### src/rtl/mult_seq_pkg.sv
// Shared definitions for the digit-serial multiplier: FSM state encoding and
// the partial-product index width helper.
package mult_seq_pkg;

   localparam int STATE_W = 3;

   typedef enum logic [STATE_W-1:0] {
      IDLE  = 3'd0,
      CALC  = 3'd1,
      DRAIN = 3'd2,
      DONE  = 3'd3,
      ERR   = 3'd4
   } state_t;

   // Width of the partial-product index: clog2((w/d)^2), never below 1.
   function automatic int calc_iw(input int w, input int d);
      int npp;
      npp = (w / d) * (w / d);
      return (npp < 2) ? 1 : $clog2(npp);
   endfunction

endpackage

### src/rtl/mult_seq_digit_mul.sv
// Combinational D x D unsigned digit multiplier producing a 2D-bit product.
module mult_seq_digit_mul #(
   parameter int D = 4
) (
   input  logic [D-1:0]   x,
   input  logic [D-1:0]   y,
   output logic [2*D-1:0] p
);

   assign p = {{D{1'b0}}, x} * {{D{1'b0}}, y};

endmodule

### src/rtl/mult_seq_digit.sv
// Sequential W x W unsigned multiplier, one D x D digit product per cycle.
// Define MULT_SEQ_PIPE_EN to register the partial product before accumulation.
module mult_seq_digit
   import mult_seq_pkg::*;
#(
   parameter  int W  = 8,
   parameter  int D  = 4,
   localparam int IW = calc_iw(W, D)
) (
   input  logic               clk,
   input  logic               reset_a,
   input  logic               start,
   input  logic [W-1:0]       a,
   input  logic [W-1:0]       b,
   output logic [2*W-1:0]     product,
   output logic               done,
   output logic               busy,
   output logic               err,
   output logic [STATE_W-1:0] state_out,
   output logic [IW-1:0]      pp_idx
);

   localparam int NCH = W / D;
   localparam int NPP = NCH * NCH;

   state_t         state;
   logic [W-1:0]   a_q;
   logic [W-1:0]   b_q;
   logic [2*W-1:0] acc;

   logic [D-1:0]   a_dig;
   logic [D-1:0]   b_dig;
   logic [2*D-1:0] pp_raw;
   logic [2*W-1:0] pp_shift;
   logic [2*W-1:0] addend;

   assign state_out = state;

   // k = pp_idx selects digit i = k mod NCH of a and digit j = k div NCH of b.
   always_comb begin
      int idx_i;
      int idx_j;
      idx_i    = int'(pp_idx) % NCH;
      idx_j    = int'(pp_idx) / NCH;
      a_dig    = D'(a_q >> (idx_i * D));
      b_dig    = D'(b_q >> (idx_j * D));
      pp_shift = (2*W)'(pp_raw) << ((idx_i + idx_j) * D);
   end

   mult_seq_digit_mul #(.D(D)) u_mul (
      .x (a_dig),
      .y (b_dig),
      .p (pp_raw)
   );

`ifdef MULT_SEQ_PIPE_EN
   logic [2*W-1:0] pp_q;
   logic           pp_vld;

   // The first CALC cycle has nothing in the pipeline register yet.
   assign addend = pp_vld ? pp_q : '0;
`else
   assign addend = pp_shift;
`endif

   // NOTE: all state uses non-blocking assignments so every register samples
   // the pre-edge values of its neighbours, independent of statement order.
   always_ff @(posedge clk or negedge reset_a) begin
      if (!reset_a) begin
         state   <= IDLE;
         a_q     <= '0;
         b_q     <= '0;
         acc     <= '0;
         product <= '0;
         pp_idx  <= '0;
         done    <= 1'b0;
         busy    <= 1'b0;
         err     <= 1'b0;
`ifdef MULT_SEQ_PIPE_EN
         pp_q    <= '0;
         pp_vld  <= 1'b0;
`endif
      end else begin
         done <= 1'b0;
         case (state)
            IDLE, DONE, ERR: begin
               if (start) begin
                  a_q    <= a;
                  b_q    <= b;
                  acc    <= '0;
                  pp_idx <= '0;
                  busy   <= 1'b1;
                  err    <= 1'b0;
                  state  <= CALC;
`ifdef MULT_SEQ_PIPE_EN
                  pp_vld <= 1'b0;
`endif
               end else if (state == DONE) begin
                  state <= IDLE;
               end
            end

            CALC: begin
               if (start) begin
                  busy  <= 1'b0;
                  err   <= 1'b1;
                  state <= ERR;
               end else begin
                  acc <= acc + addend;
`ifdef MULT_SEQ_PIPE_EN
                  pp_q   <= pp_shift;
                  pp_vld <= 1'b1;
`endif
                  if (pp_idx == IW'(NPP - 1)) begin
`ifdef MULT_SEQ_PIPE_EN
                     state <= DRAIN;
`else
                     product <= acc + addend;
                     done    <= 1'b1;
                     busy    <= 1'b0;
                     state   <= DONE;
`endif
                  end else begin
                     pp_idx <= pp_idx + IW'(1);
                  end
               end
            end

`ifdef MULT_SEQ_PIPE_EN
            DRAIN: begin
               if (start) begin
                  busy  <= 1'b0;
                  err   <= 1'b1;
                  state <= ERR;
               end else begin
                  acc     <= acc + pp_q;
                  product <= acc + pp_q;
                  pp_vld  <= 1'b0;
                  done    <= 1'b1;
                  busy    <= 1'b0;
                  state   <= DONE;
               end
            end
`endif

            default: begin
               busy  <= 1'b0;
               err   <= 1'b0;
               state <= IDLE;
            end
         endcase
      end
   end

endmodule

### config.mk
export PLATFORM = sky130hd
export DESIGN_NAME = mult_seq_digit
export DESIGN_NICKNAME = d
export VERILOG_FILES = /design/src/rtl/mult_seq_pkg.sv /design/src/rtl/mult_seq_digit_mul.sv /design/src/rtl/mult_seq_digit.sv
export SDC_FILE = /design/constraint.sdc
export NUM_CORES = 1
export LEC_CHECK = 0
export ABC_AREA = 1
export CORE_UTILIZATION = 39
export DETAILED_ROUTE_END_ITERATION = 8
export DONT_BUFFER_PORTS = 1
export PLACE_DENSITY = 0.58
export SLEW_MARGIN = 20
export SYNTH_ARGS = -nofsm -noshare
export SYNTH_HDL_FRONTEND = slang
export SYNTH_SLANG_ARGS = --single-unit
### constraint.sdc
create_clock -name clk -period 6.5 [get_ports clk]
set_input_delay 0.65 -clock clk [delete_from_list [all_inputs] [get_ports clk]]
set_output_delay 0.65 -clock clk [all_outputs]
set_load 0.02 [all_outputs]
# After elaboration in Yosys (flattened, before gate mapping)
# Index checks and enable logic that the tools add are counted.
# word_totals
input_bits	19
out_inout_bits	24
ff_bits	56
word_cells	58
latch_bits	0
ram_bits	0
n_memories	0
romBits	0
# classes
shift	3
n_mul	1
div	0
order_cmp	0
eq_ne	10
reduce_logical	10
n_bitwise	1
muxes	21
addsub	3
# ops
operator	n
2-to-1 mux 16 bit	2
case mux 16 bit (2 select lines)	1
adder 16 bit	1
<< shifter 8 x 4 -> 16 bit	1
>> shifter 8 x 3 -> 4 bit	2
2-to-1 mux 3 bit	4
multiplier 4 x 4 -> 8 bit	1
inequality test 2 bit (second input constant)	4
AND reduction 2 bit	4
2-to-1 mux 1 bit	7
2-to-1 mux 2 bit	3
inequality test 3 bit (second input constant)	2
case mux 3 bit (2 select lines)	1
AND reduction 3 bit	2
case mux 1 bit (2 select lines)	2
case mux 2 bit (2 select lines)	1
AND reduction 4 bit	1
== test 3 x 1 -> 1 bit (second input constant)	1
== test 3 x 2 -> 1 bit (second input constant)	1
== test 3 bit (second input constant)	1
logical NOT 3 bit	1
OR reduction 3 bit	1
adder 1 x 1 -> 2 bit	1
adder 2 x 1 -> 2 bit (second input constant)	1
other kinds (3)	3

# Logic depth before layout (Yosys ltp)
# depth
depth_word	6
ltp_mapped	24
ltp_nobuf	23

# Hierarchy
# From an unflattened synthesis, not the netlist that was laid out.
# unflattened
cells_unflattened	519
hier_area_um2	3896.2
# by_module_without_submodules
module	instances	cells_each	area_per_inst_um2	seq_area_each_um2
mult_seq_digit	1	449	3428.3	1401.3
mult_seq_digit_mul	1	70	467.9	0.0

# Worst setup path after synthesis
# Ideal clock, no wire load.
# synth_timing
kind	reg2reg
from	reg pp_idx[1]
to	reg acc[11]
period_less_slack_ns	4.623
setup_time_ns	0.128
arrival_ns	4.496
stages_incl_launch_ff	20
n_path_buf	1
required_time_ns	6.372
path_slack_ns	1.877
path_cell_list	dfrtp_1 -> clkbuf_1 -> mux2i_1 -> or2_2 -> fa_1 -> inv_1 -> fa_1 -> inv_1 -> fa_1 -> o21ai_0 -> xnor2_1 -> nand2_1 -> o21ai_0 -> nor2_1 -> ha_1 -> a21oi_1 -> nand3_1 -> a21oi_1 -> xor2_1 -> o21ai_0
# synth_between
elab_chain_cells	6
elab_cells_between_ends	7
cone_classes	add/sub (2); mul (1); shift (2); mux (2)
# synth_lines
item	line_no	source
start, declared	mult_seq_digit.sv:20	output logic [IW-1:0] pp_idx
start signal, assigned	mult_seq_digit.sv:124	pp_idx <= pp_idx + IW'(1);
>> shifter 8 x 3 -> 4 bit	mult_seq_digit.sv:46	b_dig = D'(b_q >> (idx_j * D));
multiplier 4 x 4 -> 8 bit	mult_seq_digit_mul.sv:10	assign p = {{D{1'b0}}, x} * {{D{1'b0}}, y};
<< shifter 8 x 4 -> 16 bit (*)	mult_seq_digit.sv:47	pp_shift = (2*W)'(pp_raw) << ((idx_i + idx_j) * D);
adder 16 bit (*)	mult_seq_digit.sv:109	acc <= acc + addend;
2-to-1 mux 16 bit (*)	mult_seq_digit.sv:104	if (start) begin
case mux 16 bit (2 select lines) (*)	mult_seq_digit.sv:85	case (state)
end signal, assigned	mult_seq_digit.sv:109	
end, declared	mult_seq_digit.sv:29	logic [2*W-1:0] acc;
# Mark *: on every way between the ends. The rest lies on a longest branch, timed or not. The select of a mux whose other input is x is not followed.
# A chain may end at the register's enable or synchronous reset.

# Final worst setup path
# layout_timing
from	reg pp_idx[0]
to	reg acc[11]
# layout_between
elab_chain_cells	6
elab_cells_between_ends	7
cone_classes	add/sub (2); mul (1); shift (2); mux (2)
# layout_lines
item	line_no	source
>> shifter 8 x 3 -> 4 bit	mult_seq_digit.sv:45	a_dig = D'(a_q >> (idx_i * D));
multiplier 4 x 4 -> 8 bit	mult_seq_digit_mul.sv:10	
<< shifter 8 x 4 -> 16 bit (*)	mult_seq_digit.sv:47	
adder 16 bit (*)	mult_seq_digit.sv:109	
2-to-1 mux 16 bit (*)	mult_seq_digit.sv:104	
case mux 16 bit (2 select lines) (*)	mult_seq_digit.sv:85	
# Marks and branches as above.

==> results.ini <==
[run_status]
status = complete, but fails checks
violations = DRC

[power_and_ir_drop]
p_switching_mw = 1.09
power.internal_mw = 0.990
p_leak_nw = 2.04
powerDensity_mw_per_mm2 = 552
power_frac_comb_pct = 59.8
pwr-share-clk_pct = 9.7
ir_drop_mv = 0.245
pwr-share-seq_pct = 30.5
netSwitchingFraction_pct = 52.5

[sta]
slew_viol_final = 0
worstMarginPinSlew_ps = 871
whs_ps = 17.5
skew_ps = 10.2
fin_crit_ps = 5270
relSlewSlack_pct = 41.7
hold_viol = 0
final-setup-viol-count = 0
fin_tns_setup_ps = 0
rsz0062_at_grt = false
max_freq_mhz = 190
period_share_pct = 81.1

[setup_path]
rrSetupSlack_ps = 1230
worstPathArrival_ps = 5470
worstPathCellList = mux2i_1 > or2_2 > fa_1 > inv_1 > fa_1 > inv_1 > fa_1 > o21ai_0 > xnor2_1 > nand2_1 > o21ai_0 > nor2_1 > ha_1 > a21oi_1 > nand3_1 > a21oi_1 > xor2_1 > o21ai_0
critPathRequiredTime_ps = 6700
crit_slowest_cell = dfrtp_1
r2r_end = acc[11]
cp_max_fo = 8
startpoint_type = flip-flop
rr_worst_depth = 18
rr_startpoint = pp_idx[0]
cp-end-kind = flip-flop
crit_type = reg -> reg
critPathMaxStageDelay_ps = 660

[cts]
clk_latency_ps = 320
cts_buffers = 5
cts.path.max_buffers = 2
h-tree-depth = 2
cts_root_buf = clkbuf_8
post-cts-setup-buffers = 0
cts.sinks = 56
clk_pin_slew_ps = 110
cts_tree = yes

[cells_and_area]
antenna_cells = 0
fillers = 901
fin_nets = 502
layout-drive-gt1-share_pct = 5.99
syn2layout_area_growth_pct = 5.09

[synth]
syn_nets = 503
yosysMostFrequentCell = nand2_1
post-synth-top-area-cell = dfrtp_1
synth_area_mm2 = 0.00359
synth_edf_count = 0
seq_area_frac_synth_pct = 39.0
synth_cells = 451
synthFlopType = dfrtp_1
ys_warn_count = 0
synth_area_leaders = dfrtp_1 (39%), nand2_1 (16%), ha_1 (9.8%)
async_reset_ff_share_pct = 100
synth_top_cell_area_share_pct = 39.0
synth_cell_types = 38
synthTopCellsByCount = nand2_1 (150), dfrtp_1 (56), inv_1 (35), nor2_1 (34)
ys_ff_latch = 56
avgSynthCellArea_um2 = 7.96

[global_routing]
grt_max_degree = 39
met2_usage_pct = 30.8
overflow = 0
use_met1_pct = 22.7
grtUsageTotal_pct = 17.8
grt_pass1_wl_mm = 13.8
grt-busiest-layer = met2
antenna_found_initial = 0
first_global_vias = 2875
grtUsageMet3_pct = 2.93

[floorplanning]
start_util_pct = 40.8
core_mm2 = 0.00881
pin_count = 43
core.rowCount = 34
die_h_um = 98.0
die_area_mm2 = 0.00960
fp.dieW_um = 98.0

[detailed_routing]
wl_mm = 8.08
drt_iter0_drc = 142
firstDrtPassIters = 9
vias = 2903
vias_per_cell = 5.19
ant_nets = 0
wl_per_cell_um = 14.4
drc = 1

[hold_path]
hp-class = in -> async

[placed_design]
port_buffers = 0
dp_hpwl_mm = 6.11
place.gp.congestion = 0.941

[job]
maxCapViolCount = 0

[sequential cells by signal, indices dropped and copies added (netlist names)]
| register | cells |
|---|---|
| state_out | 3 |
| acc | 16 |
| a_q | 8 |
| product | 16 |
| busy | 1 |
| done | 1 |
| err | 1 |
| b_q | 8 |
| pp_idx | 2 |
[repair_timing]
| item | in CTS | in global routing |
|---|---|---|
| resized for setup | 0 | 0 |
| hold buffers | 1 | 1 |
| endpoints found under the hold margin | 19 | 14 |
[logic make-up (layout without fill, tap and decap cells)]
| kind of cell | count (synthesis) | after routing | share of synthesized area, % |
|---|---|---|---|
| AOI/OAI and AO/OA | 59 | 59 | 9.54 |
| and+or+nand+nor | 235 | 235 | 27.9 |
| adders and majority gates | 33 | 33 | 12.5 |
| DFF | 56 | 56 | 39.0 |
| xor gates and xnor gates | 10 | 10 | 2.44 |
| muxes | 9 | 9 | 2.51 |
| buffers and inverters | 49 | 49 | 6.06 |
[placed cells by master, fill, tap and decap left out, types with 2 or more instances in the layout]
| cell | Yosys | routed |
|---|---|---|
| nand2_1 | 150 | 150 |
| dfrtp_1 | 56 | 56 |
| inv_1 | 35 | 35 |
| nor2_1 | 34 | 34 |
| nand3_1 | 28 | 28 |
| ha_1 | 28 | 28 |
| a21oi_1 | 19 | 19 |
| o21ai_0 | 16 | 16 |
| mux2i_1 | 9 | 9 |
| o21ai_1 | 7 | 7 |
| xor2_1 | 6 | 6 |
| nand4_1 | 6 | 6 |
| or2_2 | 5 | 5 |
| fa_1 | 5 | 5 |
| clkbuf_8 | 0 | 5 |
| xnor2_1 | 4 | 4 |
| o21ai_2 | 4 | 4 |
| o22ai_1 | 3 | 3 |
| o21bai_1 | 3 | 3 |
| nor2_4 | 3 | 3 |
| and2_1 | 2 | 2 |
| inv_2 | 2 | 2 |
| inv_4 | 2 | 2 |
| nor3_1 | 2 | 2 |
| a211oi_1 | 2 | 2 |
| inv_6 | 0 | 2 |
| dlygate4sd3_1 | 0 | 2 |
[power groups by stage]
stage               Sequential, mW  Combinational (mW)  Clock, mW
CTS                          0.637                1.25      0.214
floorplan                    0.605               0.996          0
global placement             0.643                1.22          0
global route                 0.652                1.44      0.224
detailed placement           0.644                1.23          0
finish                       0.635                1.25      0.203
[cell type report]
type                       instances  area, um^2  share of cell area (%)
inverter                          39         151                    4.01
sequential                        56        1400                    37.1
tap                              108         135                    3.58
multi-input combinational        346        1970                    52.3
timing repair buffer               2        20.0                   0.530
clock inverter                     3        25.0                   0.663
clock buffer                       5        68.8                    1.82
[worst max-delay path: cells and delay by family, from the launching register on]
kind / cells / cell delay [ps]
compound gates: 5 / 1010
xor+xnor: 2 / 420
fa+ha+maj: 4 / 1900
buf+inv: 2 / 110
flops: 1 / 660
mux: 1 / 230
simple gates: 4 / 780
[through the flow]
step | instances | setup WS, ps | area (um^2) | power (mW) | util, %
after floorplan | 451 | 1880 | 3590 | 1.60 | -
after global placement | 549 | 1290 | 3660 | 1.87 | 41.6
after detailed placement | 549 | 1260 | 3660 | 1.88 | 41.6
after CTS | 558 | 1230 | 3760 | 2.10 | 42.8
after global routing | 559 | 789 | 3770 | 2.31 | 42.9
final | 559 | 1230 | 3770 | 2.08 | 42.9
[per-layer routing]
layer | vias to the layer above | part of all wire [%] | wire length [um]
li1 | 1463 | - | -
met3 | 14 | 4.0 | 326
met4 | 0 | 1.9 | 156
met1 | 1353 | 46 | 3740
met2 | 73 | 48 | 3850
met5 | - | 0 | 0
[worst max path at each step]
stage / start / endpoint / slack [ps] / depth (start not counted)
detailed placement: pp_idx[0] / acc[11] / 1260 / 18
global placement: pp_idx[0] / acc[11] / 1290 / 18
global route: pp_idx[0] / acc[11] / 790 / 18
floorplan: pp_idx[1] / acc[11] / 1880 / 19
CTS: pp_idx[0] / acc[11] / 1230 / 18
finish: pp_idx[0] / acc[11] / 1230 / 18
Power figures use the tool's default switching activity.
